$ cat config.mk
export PLATFORM = sky130hd
export DESIGN_NAME = blur_stream_packer_flat
export DESIGN_NICKNAME = d
export VERILOG_FILES = /design/src/rtl/blur_stream_packer_if.sv /design/src/rtl/blur_stream_packer.sv /design/src/flat_wrapper.sv
export SDC_FILE = /design/constraint.sdc
export NUM_CORES = 1
export LEC_CHECK = 0
export ABC_AREA = 0
export BUFFER_PORTS_ARGS = -buffer_cell sky130_fd_sc_hd__buf_2
export CAP_MARGIN = 30
export CELL_PAD_IN_SITES_DETAIL_PLACEMENT = 2
export CELL_PAD_IN_SITES_GLOBAL_PLACEMENT = 2
export CORE_MARGIN = 1.5
export CORE_UTILIZATION = 49
export DETAILED_ROUTE_END_ITERATION = 6
export PLACE_DENSITY_LB_ADDON = 0.1
export SYNTH_ARGS = -nofsm -noshare
export SYNTH_HDL_FRONTEND = slang
export SYNTH_SLANG_ARGS = --single-unit
$ cat constraint.sdc
create_clock -name clk -period 7.6 [get_ports clk]
set_input_delay 0.38 -clock clk [delete_from_list [all_inputs] [get_ports clk]]
set_output_delay 0.38 -clock clk [all_outputs]
set_load 0.02 [all_outputs]
$ cat src/rtl/blur_stream_packer_if.sv
// Stream bundle between the blur stage, the packer and the frame writer.
// The master modport is the packer's view: it takes the pixel strobe and
// m_ready, and drives the packed-word stream plus the overflow flag.
interface blur_stream_packer_if;
  logic [7:0]  pixel_in;
  logic        pixel_valid;
  logic [31:0] m_data;
  logic [3:0]  m_keep;
  logic        m_last;
  logic        m_user;
  logic        m_valid;
  logic        m_ready;
  logic        overflow;

  modport master (
    input  pixel_in, pixel_valid, m_ready,
    output m_data, m_keep, m_last, m_user, m_valid, overflow
  );

  modport slave (
    output pixel_in, pixel_valid, m_ready,
    input  m_data, m_keep, m_last, m_user, m_valid, overflow
  );
endinterface

$ cat src/rtl/blur_stream_packer.sv
// Packs the blur pixel stream four pixels per 32-bit word, tags end-of-row
// (m_last) and start-of-frame (m_user), and buffers words in a FIFO drained
// through a valid/ready port. Words arriving at a full FIFO are dropped and
// latch a sticky overflow flag; counters still advance so alignment holds.
module blur_stream_packer #(
  parameter int ROW_PIX = 254,
  parameter int ROWS    = 254,
  parameter int DEPTH   = 16
) (
  input  logic                 clk,
  input  logic                 rst,
  blur_stream_packer_if.master bus_io
);

  localparam int CW = (ROW_PIX > 1) ? $clog2(ROW_PIX) : 1;
  localparam int RW = (ROWS > 1) ? $clog2(ROWS) : 1;
  localparam int PW = $clog2(DEPTH);
  localparam int NW = PW + 1;
  localparam int EW = 38;

  localparam logic [CW-1:0] COL_LAST = CW'(ROW_PIX - 1);
  localparam logic [RW-1:0] ROW_LAST = RW'(ROWS - 1);
  localparam logic [NW-1:0] CNT_FULL = NW'(DEPTH);
  localparam logic [NW-1:0] CNT_ONE  = NW'(1);
  localparam logic [NW-1:0] CNT_ZERO = NW'(0);
  localparam logic [PW-1:0] PTR_ONE  = PW'(1);

  // Word assembly state
  logic [1:0]    idx_q;
  logic [CW-1:0] col_q;
  logic [RW-1:0] row_q;
  logic [31:0]   word_q;
  logic [3:0]    keep_q;
  logic          user_pend_q;

  logic [31:0]   word_s;
  logic [3:0]    keep_s;
  logic          row_end_s;
  logic          push_s;
  logic [EW-1:0] push_word_s;

  // FIFO state; entry layout is {user, last, keep[3:0], data[31:0]}
  logic [EW-1:0] mem_q [DEPTH];
  logic [PW-1:0] rd_ptr_q, rd_ptr_d;
  logic [PW-1:0] wr_ptr_q, wr_ptr_d;
  logic [NW-1:0] cnt_q, cnt_d;
  logic          pop_s, full_s, accept_s, drop_s;

  // Registered output head
  logic [EW-1:0] head_q, head_d;
  logic          m_valid_q;
  logic          ovf_q;

  assign row_end_s   = (col_q == COL_LAST);
  assign push_s      = bus_io.pixel_valid && ((idx_q == 2'd3) || row_end_s);
  assign push_word_s = {user_pend_q, row_end_s, keep_s, word_s};

  assign pop_s    = m_valid_q && bus_io.m_ready;
  assign full_s   = (cnt_q == CNT_FULL);
  assign accept_s = push_s && (!full_s || pop_s);
  assign drop_s   = push_s && full_s && !pop_s;

  // Merge the incoming pixel into the partial word at the current byte slot
  always_comb begin
    word_s = word_q;
    keep_s = keep_q;
    case (idx_q)
      2'd0: begin word_s[7:0]   = bus_io.pixel_in; keep_s[0] = 1'b1; end
      2'd1: begin word_s[15:8]  = bus_io.pixel_in; keep_s[1] = 1'b1; end
      2'd2: begin word_s[23:16] = bus_io.pixel_in; keep_s[2] = 1'b1; end
      2'd3: begin word_s[31:24] = bus_io.pixel_in; keep_s[3] = 1'b1; end
      default: begin word_s = word_q; keep_s = keep_q; end
    endcase
  end

  // FIFO pointer/count next state and the head word visible after this edge
  always_comb begin
    if (pop_s) begin
      rd_ptr_d = rd_ptr_q + PTR_ONE;
    end else begin
      rd_ptr_d = rd_ptr_q;
    end

    if (accept_s) begin
      wr_ptr_d = wr_ptr_q + PTR_ONE;
    end else begin
      wr_ptr_d = wr_ptr_q;
    end

    case ({accept_s, pop_s})
      2'b10:   cnt_d = cnt_q + CNT_ONE;
      2'b01:   cnt_d = cnt_q - CNT_ONE;
      default: cnt_d = cnt_q;
    endcase

    // A word pushed into an empty (or emptying) FIFO is not in memory yet,
    // so it is forwarded straight into the head register.
    if (cnt_d == CNT_ZERO) begin
      head_d = '0;
    end else if (accept_s && ((cnt_q == CNT_ZERO) || (pop_s && (cnt_q == CNT_ONE)))) begin
      head_d = push_word_s;
    end else begin
      head_d = mem_q[rd_ptr_d];
    end
  end

  // Advance byte index, column and row; hold the partial word between pixels
  always_ff @(posedge clk) begin
    if (rst) begin
      idx_q       <= 2'd0;
      col_q       <= '0;
      row_q       <= '0;
      word_q      <= 32'h0;
      keep_q      <= 4'h0;
      user_pend_q <= 1'b1;
    end else if (bus_io.pixel_valid) begin
      if (push_s) begin
        idx_q       <= 2'd0;
        word_q      <= 32'h0;
        keep_q      <= 4'h0;
        user_pend_q <= row_end_s && (row_q == ROW_LAST);
      end else begin
        idx_q       <= idx_q + 2'd1;
        word_q      <= word_s;
        keep_q      <= keep_s;
        user_pend_q <= user_pend_q;
      end
      if (row_end_s) begin
        col_q <= '0;
        row_q <= (row_q == ROW_LAST) ? '0 : row_q + RW'(1);
      end else begin
        col_q <= col_q + CW'(1);
        row_q <= row_q;
      end
    end else begin
      idx_q       <= idx_q;
      col_q       <= col_q;
      row_q       <= row_q;
      word_q      <= word_q;
      keep_q      <= keep_q;
      user_pend_q <= user_pend_q;
    end
  end

  // FIFO pointers and occupancy
  always_ff @(posedge clk) begin
    if (rst) begin
      rd_ptr_q <= '0;
      wr_ptr_q <= '0;
      cnt_q    <= '0;
    end else begin
      rd_ptr_q <= rd_ptr_d;
      wr_ptr_q <= wr_ptr_d;
      cnt_q    <= cnt_d;
    end
  end

  // FIFO storage; contents are meaningless while the count says empty
  always_ff @(posedge clk) begin
    if (!rst && accept_s) begin
      mem_q[wr_ptr_q] <= push_word_s;
    end
  end

  // Registered stream outputs and sticky overflow
  always_ff @(posedge clk) begin
    if (rst) begin
      head_q    <= '0;
      m_valid_q <= 1'b0;
      ovf_q     <= 1'b0;
    end else begin
      head_q    <= head_d;
      m_valid_q <= (cnt_d != CNT_ZERO);
      ovf_q     <= ovf_q | drop_s;
    end
  end

  assign bus_io.m_data   = head_q[31:0];
  assign bus_io.m_keep   = head_q[35:32];
  assign bus_io.m_last   = head_q[36];
  assign bus_io.m_user   = head_q[37];
  assign bus_io.m_valid  = m_valid_q;
  assign bus_io.overflow = ovf_q;

endmodule

$ cat src/flat_wrapper.sv
// flat-port wrapper written by rule: the top's interface ports become plain ports
module blur_stream_packer_flat 
#(
  parameter int ROW_PIX = 254,
  parameter int ROWS    = 254,
  parameter int DEPTH   = 16
)
  (clk, rst, bus_io_pixel_in, bus_io_pixel_valid, bus_io_m_ready, bus_io_m_data, bus_io_m_keep, bus_io_m_last, bus_io_m_user, bus_io_m_valid, bus_io_overflow);
  blur_stream_packer_if bus_io_i ();
  input  logic clk;
  input  logic rst;
  input wire logic [$bits(bus_io_i.pixel_in)-1:0] bus_io_pixel_in;
  input wire logic [$bits(bus_io_i.pixel_valid)-1:0] bus_io_pixel_valid;
  input wire logic [$bits(bus_io_i.m_ready)-1:0] bus_io_m_ready;
  output wire logic [$bits(bus_io_i.m_data)-1:0] bus_io_m_data;
  output wire logic [$bits(bus_io_i.m_keep)-1:0] bus_io_m_keep;
  output wire logic [$bits(bus_io_i.m_last)-1:0] bus_io_m_last;
  output wire logic [$bits(bus_io_i.m_user)-1:0] bus_io_m_user;
  output wire logic [$bits(bus_io_i.m_valid)-1:0] bus_io_m_valid;
  output wire logic [$bits(bus_io_i.overflow)-1:0] bus_io_overflow;
  assign bus_io_i.pixel_in = bus_io_pixel_in;
  assign bus_io_i.pixel_valid = bus_io_pixel_valid;
  assign bus_io_i.m_ready = bus_io_m_ready;
  assign bus_io_m_data = bus_io_i.m_data;
  assign bus_io_m_keep = bus_io_i.m_keep;
  assign bus_io_m_last = bus_io_i.m_last;
  assign bus_io_m_user = bus_io_i.m_user;
  assign bus_io_m_valid = bus_io_i.m_valid;
  assign bus_io_overflow = bus_io_i.overflow;
  blur_stream_packer #(.ROW_PIX(ROW_PIX), .ROWS(ROWS), .DEPTH(DEPTH)) u_core (.clk(clk), .rst(rst), .bus_io(bus_io_i));
endmodule
Yosys cells after proc, flatten, opt, wreduce, memory -nomap -nowiden --
Memory sizes are Yosys's and may differ from the RTL's. Index checks and enable logic that the tools add are counted. Widths: inputs -> output; s select.
Operators by class: bitwise operators 1, eq/ne operators 9, $add $sub $neg 7, reduce and logical (&&, ||, !) cells 22, multiplexer cells 18
Operators by type and width (number):
- $mux 8 | 6
- $mux 38 | 1
- $mux 32 | 1
- $add 8x1->8 const B | 2
- $eq 8x8->1 const B | 2
- $logic_not 5->1 | 2
- $pmux 5 s2 | 1
- $logic_and 1x1->1 | 9
- $add 4x1->4 const B | 2
- $mux 4 | 2
- $eq 2x2->1 const B | 3
- $mux 1 | 6
- $add 5x1->5 const B | 1
- $eq 5x1->1 const B | 1
- $eq 5x5->1 const B | 1
- $reduce_bool 5->1 | 1
- $sub 5x1->5 const B | 1
- $eq 2x1->1 const B | 2
- $reduce_and 2->1 | 2
- $logic_not 1->1 | 3
- $logic_or 1x1->1 | 3
- $add 2x1->2 const B | 1
- $logic_not 2->1 | 1
- $mux 2 | 1
- other kinds (2) | 2
Storage, ports and cells: register bits 108, memory bits (writable) 608, output and inout port bits 40, memories kept 1, word-level logic and storage cells 70
Memory list:
- u_core.mem_q | depth 16, bits a word 38, rd ports 1, clocked after Yosys merged registers in 0, wr ports 1, line blur_stream_packer.sv:43 | logic [EW-1:0] mem_q [DEPTH];

Depth between registers and ports, before layout --
Gate-level depths: netlist of the first run.
depth after elaboration 8, mapped depth 16, gate-level depth less buffers 13

Worst setup path after synthesis of the first run --
Ideal clock, no wire load.
path kind flip-flop to flip-flop, start point reg u_core.m_valid_q (netlist: u_core.bus_io.m_valid), end point mem u_core.mem_q[3][0] (enable), cell stages (with the launch flop) 9, library setup time 433 ps, slack 3842 ps, buffers on the path 2, data arrival time 3325 ps, cell sequence dfxtp_1 -> and2_1 -> buf_6 -> inv_2 -> buf_4 -> and4_1 -> nor3_4 -> nand2_1 -> nor2_1
Between the ends: longest elaborated chain between the ends 6
RTL lines:
- start, declared | line blur_stream_packer.sv:51 | logic m_valid_q;
- start signal, assigned | line blur_stream_packer.sv:173 | m_valid_q <= (cnt_d != CNT_ZERO);
- $logic_and 1x1->1 | line blur_stream_packer.sv:58 | assign pop_s = m_valid_q && bus_io.m_ready;
- $logic_or 1x1->1 | line blur_stream_packer.sv:60 | assign accept_s = push_s && (!full_s || pop_s);
- $logic_and 1x1->1 | line blur_stream_packer.sv:60
- $logic_and 1x1->1 | line blur_stream_packer.sv:160 | if (!rst && accept_s) begin
- $mux 1 | line blur_stream_packer.sv:160
- $mux 1 (implied by the code) | line blur_stream_packer.sv:161 | mem_q[wr_ptr_q] <= push_word_s;
- end, declared | line blur_stream_packer.sv:43
Every way passes these cells.

Worst setup path in the final report of the first run --
start point reg u_core.m_valid_q (netlist: u_core.bus_io.m_valid), end point reg u_core.head_q[18]
Between the ends: longest elaborated chain between the ends 7
RTL lines:
- $logic_and 1x1->1 (*) | line blur_stream_packer.sv:58
- $logic_or 1x1->1 | line blur_stream_packer.sv:60
- $logic_and 1x1->1 | line blur_stream_packer.sv:60
- $eq 2x1->1 or $eq 2x2->1 (tied branches) | line blur_stream_packer.sv:90 | case ({accept_s, pop_s})
- $pmux 5 s2 | line blur_stream_packer.sv:90
- $logic_not 5->1 | line blur_stream_packer.sv:98 | if (cnt_d == CNT_ZERO) begin
- $reduce_or 2->1 (no line)
- end signal, assigned | line blur_stream_packer.sv:168 | head_q <= '0;
- end signal, assigned | line blur_stream_packer.sv:172 | head_q <= head_d;
- end, declared | line blur_stream_packer.sv:50 | logic [EW-1:0] head_q, head_d;
Mark *: on every way between the ends. The rest lies on a longest branch, timed or not. A chain may end at the register's enable or synchronous reset.

==> flow_metrics.py, run 1 <==
metrics = {
    "yosys": {
        "synth_edf_count": 608,
        "synth.area.top_cells": "edfxtp_1 66%, mux4_2 12%, dfxtp_1 7.8%",
        "yosys_warnings": 0,
        "synth_cell_types": 63,
        "yosys.area.top_type": "edfxtp_1",
        "syn-num-nets": 1462,
        "avgSynthCellArea_um2": 19.3,
        "ys.flop_type": "edfxtp_1",
        "netlist_area_um2": 27600,
        "netlist.area_leader.share_pct": 66.1,
        "synthArstFlopShare_pct": 0,
        "syn-instance-count": 1431,
        "yosysSeqAreaShare_pct": 73.9,
        "ys_seq_elements": 716,
    },
    "floorplanning": {
        "core_area_um2": 55400,
        "die_area_um2": 57800,
        "start_util_pct": 49.9,
        "die_w_um": 240,
        "pin_count": 52,
        "row_count": 86,
        "dieHeight_um": 240,
    },
    "critical_path": {
        "cp_slowest_cell": "a41oi_4",
        "cp.required_ps": 8140,
        "end_kind": "flip-flop",
        "crit_fanout": 23,
        "cp_cell_sequence": "and2_1, inv_2, and4_1, nor3_4, ha_1, nor2_1, mux2_1, a22oi_1, a41oi_4, buf_4, o21ai_0, a21oi_1",
        "crit_arrival_ps": 5030,
        "cp.buffers_inverters": 2,
        "worst-setup-path-type": "reg2reg",
        "worst_setup_path_start_kind": "flip-flop",
        "critPathMaxStageDelay_ps": 740,
        "cp_top_family": "simple AND/OR/NAND/NOR gates",
    },
    "clocking": {
        "clk_pin_slew_ps": 60,
        "hold_buffers": 0,
        "cts_buffers": 75,
        "clock-root-buffer": "clkbuf_16",
        "cts_resized": 0,
        "clk_latency_ps": 620,
        "cts_tree": "yes",
        "clkSinkCount": 716,
        "cts_setup_buffers": 0,
        "cts_buffer_depth": 3,
        "cts_max_level": 3,
    },
    "pwr": {
        "power.leakage_nw": 10.3,
        "p_per_area_nw_per_um2": 260,
        "max-vdd-ir-drop_mv": 0.217,
    },
    "global_route": {
        "antenna_found_initial": 3,
        "grt_remaining_overflow": 0,
        "grt_start_max_net_pins": 90,
        "grt_pass1_vias": 15800,
        "grt_pass1_wl_mm": 113,
        "track_usage_pct": 27.8,
    },
    "timing": {
        "final_hold_viol_count": 0,
        "slew_violations": 0,
        "setup_violations": 0,
        "clock.fmax_ghz": 0.223,
        "min_period_over_period_pct": 59.1,
        "layout_min_cycle_time_ps": 4490,
        "relSlewSlack_pct": 31.6,
        "clock_skew_ps": 32.6,
        "tns_ps": 0,
        "rsz0062_at_grt": "no",
        "tightest_slew_ps": 1020,
    },
    "detailed_routing": {
        "drc": 0,
        "dr.pass1.iters": 5,
        "ant_nets": 0,
        "num_vias": 14600,
        "routed_via_density": 6.28,
        "drtIter0Drc": 1395,
        "drt_wl_total_mm": 77.8,
        "wl_per_cell_um": 33.5,
    },
    "placement": {
        "port_buffers": 51,
        "dp_hpwl_mm": 41.8,
        "dpl.cell_count": 2180,
        "gp_congestion": 0.725,
    },
    "finish": {
        "multi_input_area_um2": 6930,
        "area_growth_pct": 13.3,
        "post_layout_nonfiller_instances": 2321,
        "seq_area_um2": 20400,
        "drive_gt1_share_pct": 27.7,
        "fillCellCount": 4597,
        "final_nets": 1540,
    },
    "run": {
        "drv_cap": 0,
    },
    "run_status": {
        "outcome": "complete, no violations",
    },
    "hold_path": {
        "hold_class": "in2reg",
    },
}
[layout make-up]
type	count	share of cell area, %
Inverter	15	0.180
Timing Repair Buffer	84	1.65
Clock buffer	106	6.79
Tap cell	748	2.99
Clock inverter	34	1.09
Sequential cell	716	65.2
Multi-Input combinational cell	617	22.1
Antenna cell	1	0.00799
[routing by layer]
metal	part of all wire [%]	wire length, um	GRT usage (%)
met5	0	0	0
met4	2.3	1810	7.64
met3	5.1	4000	4.05
met2	52	40600	48.6
met1	40	31400	36.5
[through the flow]
stage | worst slack [ps] | cell area [um2] | hold slack [ps] | utilization [%] | power, mW
after floorplan | 3840 | 27600 | 422 | - | 4.45
after global placement | 3290 | 28900 | 435 | 52.1 | 4.49
after detailed placement | 3030 | 28900 | 462 | 52.1 | 4.51
after CTS | 3070 | 31300 | 192 | 56.5 | 8.20
after global routing | 2780 | 31300 | 247 | 56.5 | 8.34
final | 3110 | 31300 | 218 | 56.5 | 8.15
[state kept, by name, summed over array words and instances (netlist names)]
name / cells
u_core.idx_q: 2
u_core.col_q: 8
u_core.word_q: 32
u_core.bus_io.m_valid: 1
u_core.rd_ptr_q: 4
u_core.head_q: 38
u_core.keep_q: 4
u_core.user_pend_q: 1
u_core.cnt_q: 5
u_core.wr_ptr_q: 4
u_core.mem_q: 608
u_core.bus_io.overflow: 1
u_core.row_q: 8
[synthesized netlist by cell type (13+ instances only)]
cell      count
a21oi_1      50
ha_1         19
o21ai_0      42
a221oi_2     20
buf_2        26
a22oi_1      36
edfxtp_1    608
mux2_2       37
a221oi_1     13
dfxtp_1     108
a22o_1       32
nor2_1       83
mux4_2      149
clkbuf_1     38
nand2_1      14
inv_1        14
[layout by cell type, fill, tap and decap left out, drive strengths merged, types with 2 or more instances in the layout]
master / instances
a21o: 2
nor3: 12
a31oi: 6
nand4: 10
o21ba: 2
edfxtp: 608
o21ai: 43
bufinv: 6
nor2: 83
ha: 19
nand2b: 2
clkinv: 25
mux2: 39
mux2i: 11
a22oi: 36
nand2: 14
dfxtp: 108
a221oi: 33
buf: 84
or3: 3
and2: 10
o21a: 2
mux4: 149
a21oi: 50
and3: 5
or2: 5
xor2: 11
a22o: 32
nand3: 7
inv: 18
clkbuf: 106
a41oi: 2
a211oi: 4
xnor2: 7
[worst min-delay path: stages]
cell and delay (ps):
buf_2 210, nor2_1 140, a211oi_1 50
[path summary, 6_finish.rpt]
check / start / endpoint / slack [ps] / cells after the start
worst max-delay path: u_core.bus_io.m_valid / u_core.head_q[18] / 3110 / 12
worst min-delay path: bus_io_pixel_valid / u_core.col_q[1] / 220 / 3
worst max register to register: u_core.bus_io.m_valid / u_core.head_q[18] / 3110 / 12
worst min register to register: u_core.word_q[28] / u_core.word_q[28] / 470 / 1
[logic make-up (layout without fill, tap and decap cells)]
kind of cell	count (synthesis)	in the layout	synth area share, %
AO/OA/AOI/OAI	221	221	5.96
XOR/XNOR	18	18	0.638
adder cells (fa/ha/maj)	19	19	0.860
buffers and inverters	98	239	1.68
flip-flops	716	716	73.9
multiplexers	199	199	14.1
other	0	1	0
AND/OR/NAND/NOR	160	160	2.83
[where the power goes]
part,switching (mW),leakage (nW),total (mW),internal [mW]
sequential,0.00735,6.45,4.28,4.28
combinational,0.115,2.59,0.145,0.0306
clock,1.55,1.22,3.72,2.17
No activity file was read; power rests on OpenSTA's default activity.
==> run 2, diff against run 1 <==
--- a/config.mk
+++ b/config.mk
@@ -11,7 +11,7 @@
 export CELL_PAD_IN_SITES_DETAIL_PLACEMENT = 2
 export CELL_PAD_IN_SITES_GLOBAL_PLACEMENT = 2
 export CORE_MARGIN = 1.5
-export CORE_UTILIZATION = 49
+export CORE_UTILIZATION = 44
 export DETAILED_ROUTE_END_ITERATION = 6
 export PLACE_DENSITY_LB_ADDON = 0.1
 export SYNTH_ARGS = -nofsm -noshare
==> constraint.sdc (replaced) <==
create_clock -name clk -period 3.7 [get_ports clk]
set_input_delay 0.185 -clock clk [delete_from_list [all_inputs] [get_ports clk]]
set_output_delay 0.185 -clock clk [all_outputs]
set_load 0.02 [all_outputs]
==> flow_metrics.py, run 2 (synthesized netlist as in run 1, its figures left out) <==
metrics = {
    "finish": {
        "top_register": "u_core.mem_q",
        "diodes": 0,
        "final_nets": 1576,
        "final_cell_mix": "608 x edfxtp_1, 149 x mux4_2, 108 x dfxtp_1, 79 x clkbuf_16, 67 x nor2_1",
        "area_growth_pct": 15.3,
        "reg.largest.list": "u_core.mem_q (608), u_core.head_q (38), u_core.word_q (32)",
        "drive_gt1_share_pct": 28.9,
        "largest_register_ffs": 608,
        "layout_commonest_cell": "edfxtp_1",
        "fillCellCount": 5412,
    },
    "run": {
        "drv_cap": 0,
    },
    "floorplanning": {
        "row_count": 91,
        "start_util_pct": 44.6,
        "die_area_um2": 64300,
        "dieHeight_um": 254,
        "die_w_um": 254,
        "core_area_um2": 61900,
        "pin_count": 52,
    },
    "clocking": {
        "clk_pin_slew_ps": 60,
        "cts_buffers": 77,
        "cts_setup_buffers": 0,
        "hold_buffers": 0,
        "clock-root-buffer": "clkbuf_16",
        "cts_max_level": 3,
        "cts_resized": 0,
        "cts_tree": "yes",
        "cts_buffer_depth": 3,
        "clkSinkCount": 716,
        "clk_latency_ps": 620,
    },
    "placement": {
        "dp_worst_setup_slack_ps": 434,
        "dp_hpwl_mm": 43.3,
        "gp_congestion": 0.738,
        "port_buffers": 51,
    },
    "detailed_routing": {
        "dr.pass1.iters": 6,
        "drc": 0,
        "drt_wl_total_mm": 76.2,
        "num_vias": 14600,
        "drtIter0Drc": 1064,
        "routed_via_density": 5.99,
        "wl_per_cell_um": 31.2,
        "ant_nets": 0,
    },
    "hold_path": {
        "hold_class": "in2reg",
    },
    "pwr": {
        "power.internal_mw": 13.2,
        "p_sw_share_pct": 20.3,
        "p_per_area_nw_per_um2": 522,
        "combPwrFrac_pct": 1.8,
        "power.switching_mw": 3.38,
        "p_seq_share_pct": 53.0,
        "p_clk_share_pct": 45.2,
        "power.leakage_nw": 10.4,
        "p_total_mw": 16.6,
        "max-vdd-ir-drop_mv": 0.508,
    },
    "timing": {
        "relSlewSlack_pct": 34.9,
        "rsz0062_at_grt": "no",
        "slew_violations": 0,
        "min_period_over_period_pct": 88.4,
        "tightest_slew_ps": 963,
        "layout_min_cycle_time_ps": 3270,
        "setup_violations": 0,
        "final_hold_viol_count": 0,
        "setup_ws_ps": 429,
        "clock.fmax_ghz": 0.306,
        "clock_skew_ps": 19.3,
    },
    "run_status": {
        "outcome": "complete, no violations",
    },
    "global_route": {
        "antenna_found_initial": 1,
        "grt_start_max_net_pins": 62,
        "grt_remaining_overflow": 0,
        "track_usage_pct": 24.2,
        "grt_pass1_vias": 15900,
        "grt_pass1_wl_mm": 110,
    },
    "critical_path": {
        "cp.required_ps": 4210,
        "crit_arrival_ps": 3780,
        "crit_fanout": 19,
        "worst-setup-path-type": "reg2reg",
        "worst_setup_path_start_kind": "flip-flop",
        "end_kind": "flip-flop",
    },
}
run 2: cell count changes in the layout (fill, tap and decap cells not counted), sizes merged:
cell	previous run	this run
bufinv	6	4
clkinv	25	18
clkbuf	106	110
clkinvlp	0	2
diode	1	0
inv	18	19
buf	84	118
run 2: final cells by class:
class | instances | area [um2] | area share, %
sequential | 716 | 20400 | 64.1
multi-input combinational | 617 | 6930 | 21.7
clock buffer | 110 | 2180 | 6.85
tap | 837 | 1050 | 3.29
timing repair buffer | 118 | 971 | 3.05
clock inverter | 28 | 255 | 0.801
inverter | 15 | 56.3 | 0.177
run 2: metrics by stage:
stage / std cells / hold slack (ps) / setup TNS [ps] / cell area, um2 / util (%)
6_report: 2441 / 49.7 / 0 / 31900 / 51.4
2_1_floorplan: 1431 / 422 / -19340 / 27700 / -
3_3_place_gp: 2302 / 434 / 0 / 29400 / 47.5
3_5_place_dp: 2302 / 439 / 0 / 29400 / 47.5
5_1_grt: 2441 / 58.0 / 0 / 31900 / 51.4
4_1_cts: 2440 / 18.0 / 0 / 31900 / 51.4
run 2: power by group through the flow:
stage / Clock (mW) / Combinational, mW / Sequential (mW)
after global routing: 7.94 / 0.320 / 8.80
after detailed placement: 0 / 0.298 / 8.97
after floorplan: 0 / 0.168 / 8.96
final: 7.52 / 0.299 / 8.80
after CTS: 7.70 / 0.296 / 8.80
after global placement: 0 / 0.272 / 8.97
run 2: path summary, 6_finish.rpt:
| check | from | endpoint | slack [ps] | cells after the start |
|---|---|---|---|---|
| setup / recovery | u_core.cnt_q[0] | u_core.head_q[37] | 430 | 12 |
| hold reg to reg | u_core.keep_q[3] | u_core.keep_q[3] | 450 | 1 |
| setup reg to reg | u_core.cnt_q[0] | u_core.head_q[37] | 430 | 12 |
| hold / removal | bus_io_pixel_valid | u_core.col_q[1] | 50 | 2 |
run 2: worst max-delay path, stage by stage, from the launching register on:
cell and delay (ps):
dfxtp_1 480, inv_1 130, ha_1 230, and4_1 220
nor3_4 210, ha_1 370, inv_1 140, o2111ai_1 140
a211oi_1 490, a41oi_4 170, buf_4 280, o21ai_0 130
o21ba_1 170
run 2: routing by layer:
metal	wire [um]	global-route usage (%)	up-vias	share of wire, %
li1	-	-	6087	-
met1	32600	32.6	8064	43
met2	38500	40.9	369	51
met3	3380	4.09	100	4.4
met4	1700	6.46	0	2.2
met5	0	0	-	0
==> run 3, diff against run 2 <==
--- a/config.mk
+++ b/config.mk
@@ -8,10 +8,10 @@
 export ABC_AREA = 0
 export BUFFER_PORTS_ARGS = -buffer_cell sky130_fd_sc_hd__buf_2
 export CAP_MARGIN = 30
-export CELL_PAD_IN_SITES_DETAIL_PLACEMENT = 2
-export CELL_PAD_IN_SITES_GLOBAL_PLACEMENT = 2
+export CELL_PAD_IN_SITES_DETAIL_PLACEMENT = 0
+export CELL_PAD_IN_SITES_GLOBAL_PLACEMENT = 1
 export CORE_MARGIN = 1.5
-export CORE_UTILIZATION = 44
+export CORE_UTILIZATION = 49
 export DETAILED_ROUTE_END_ITERATION = 6
 export PLACE_DENSITY_LB_ADDON = 0.1
 export SYNTH_ARGS = -nofsm -noshare
==> flow_metrics.py, run 3 (synthesized netlist as in run 1, its figures left out) <==
metrics = {
    "finish": {
        "final_cell_mix": "608 x edfxtp_1, 149 x mux4_2, 108 x dfxtp_1, 76 x clkbuf_16, 67 x nor2_1",
        "area_growth_pct": 14.5,
        "largest_register_ffs": 608,
        "fillCellCount": 4213,
        "reg.largest.list": "u_core.mem_q (608), u_core.head_q (38), u_core.word_q (32)",
        "drive_gt1_share_pct": 28.4,
        "diodes": 0,
        "final_cell_area_um2": 31600,
        "layout_commonest_cell": "edfxtp_1",
        "top_register": "u_core.mem_q",
        "final_nets": 1568,
    },
    "critical_path": {
        "cp_slowest_cell": "dfxtp_1",
        "reg2reg_to": "u_core.head_q[37]",
        "worst-setup-path-type": "reg2reg",
        "end_kind": "flip-flop",
        "cpMostUsedCell": "ha_1",
        "regToRegStartpoint": "u_core.cnt_q[0]",
        "crit_arrival_ps": 3640,
        "rr_worst_depth": 12,
        "cp.required_ps": 4220,
        "critPathMaxStageDelay_ps": 460,
        "crit_start": "u_core.cnt_q[0]",
        "crit_fanout": 21,
        "reg2reg_slack_ps": 580,
        "cp_cell_sequence": "inv_1, ha_1, and4_1, nor3_4, ha_1, nor2_1, mux2_1, a22oi_1, a41oi_4, buf_4, o21ai_0, o21ba_1",
        "worst_setup_path_start_kind": "flip-flop",
    },
    "timing": {
        "min_period_over_period_pct": 84.4,
        "layout_min_cycle_time_ps": 3120,
        "setup_violations": 0,
        "clock_skew_ps": 24.4,
        "relSlewSlack_pct": 37.8,
        "tns_ps": 0,
        "clock.fmax_ghz": 0.320,
        "rsz0062_at_grt": "no",
        "tightest_slew_ps": 930,
        "slew_violations": 0,
        "holdWs_ps": 197,
        "setup_ws_ps": 576,
        "final_hold_viol_count": 0,
    },
    "global_route": {
        "track_usage_pct": 23.6,
        "grt_remaining_overflow": 0,
        "grt_pass1_wl_mm": 96.0,
        "grt_start_max_net_pins": 75,
        "antenna_found_initial": 2,
        "grt_pass1_vias": 14500,
    },
    "run_status": {
        "outcome": "complete, no violations",
    },
    "clocking": {
        "cts_resized": 0,
        "clock-root-buffer": "clkbuf_16",
        "cts_setup_buffers": 0,
        "clk_pin_slew_ps": 60,
        "cts_tree": "yes",
        "cts_max_level": 3,
        "clkSinkCount": 716,
        "cts_buffer_depth": 3,
        "cts_buffers": 74,
        "clk_latency_ps": 620,
    },
    "placement": {
        "gp_congestion": 0.719,
        "dp_hpwl_mm": 35.7,
        "port_buffers": 51,
        "dp_worst_setup_slack_ps": 581,
        "dpl_cell_area_um2": 29200,
    },
    "hold_path": {
        "whs_endpoint": "u_core.rd_ptr_q[2]",
        "hold_depth": 4,
        "min_from": "bus_io_m_ready",
        "hold_class": "in2reg",
    },
    "detailed_routing": {
        "ant_nets": 0,
        "drc": 0,
        "drtIter0Drc": 1193,
        "wl_per_cell_um": 27.9,
        "dr.pass1.iters": 5,
        "num_vias": 13900,
        "drt_wl_total_mm": 65.6,
        "routed_via_density": 5.94,
    },
    "pwr": {
        "power.leakage_nw": 10.4,
        "p_per_area_nw_per_um2": 517,
        "max-vdd-ir-drop_mv": 0.366,
    },
    "floorplanning": {
        "core_area_um2": 55400,
        "row_count": 86,
        "dieHeight_um": 240,
        "pin_count": 52,
        "die_w_um": 240,
        "die_area_um2": 57800,
        "start_util_pct": 49.9,
    },
    "run": {
        "drv_cap": 0,
    },
}
run 3: critical path, delay by kind of cell (launching register included):
family	cells	cell delay, ps
multiplexers	1	300
AND/OR/NAND/NOR	3	500
adder cells (fa/ha/maj)	2	580
AO/OA/AOI/OAI	4	780
flip-flops	1	460
buffers and inverters	2	400
run 3: through the flow:
stage | instances | power [mW] | util [%]
2_1_floorplan | 1431 | 9.13 | -
3_3_place_gp | 2207 | 9.24 | 52.7
3_5_place_dp | 2207 | 9.25 | 52.7
4_1_cts | 2347 | 16.5 | 57.1
5_1_grt | 2347 | 16.8 | 57.1
6_report | 2347 | 16.4 | 57.1
run 3: repair_timing:
action	4_1_cts	5_1_grt
hold buffers	2	0
endpoints found under the setup margin	0	0
endpoints found under the hold margin	6	0
run 3: how the worst max path moves through the flow:
stage,to,depth (start not counted)
final,u_core.head_q[37],12
after floorplan,u_core.mem_q[3][0],8
after global routing,u_core.head_q[29],12
after CTS,u_core.head_q[37],12
after global placement,u_core.head_q[20],7
after detailed placement,u_core.head_q[37],12
run 3: power by group:
| part | internal [mW] | switching [mW] | total, mW |
|---|---|---|---|
| clock network | 4.27 | 3.02 | 7.29 |
| registers | 8.78 | 0.0133 | 8.80 |
| logic | 0.0648 | 0.220 | 0.285 |
run 3: layout make-up:
cell class	count	area (um2)	area share (%)
Tap cell	748	936	2.96
Inverter	15	56.3	0.178
Multi-Input combinational cell	617	6930	21.9
Clock buffer	110	2080	6.57
Timing Repair Buffer	113	913	2.89
Clock inverter	28	304	0.961
Sequential cell	716	20400	64.5
run 3: layer usage:
| layer | routed length (um) | share of wire [%] | track usage (%) | up-vias |
|---|---|---|---|---|
| met4 | 1580 | 2.4 | 7.22 | 0 |
| met5 | 0 | 0 | 0 | - |
| met3 | 3310 | 5.0 | 4.00 | 106 |
| met1 | 27700 | 42 | 31.7 | 7334 |
| met2 | 33000 | 50 | 39.4 | 422 |
| li1 | - | - | - | 6083 |
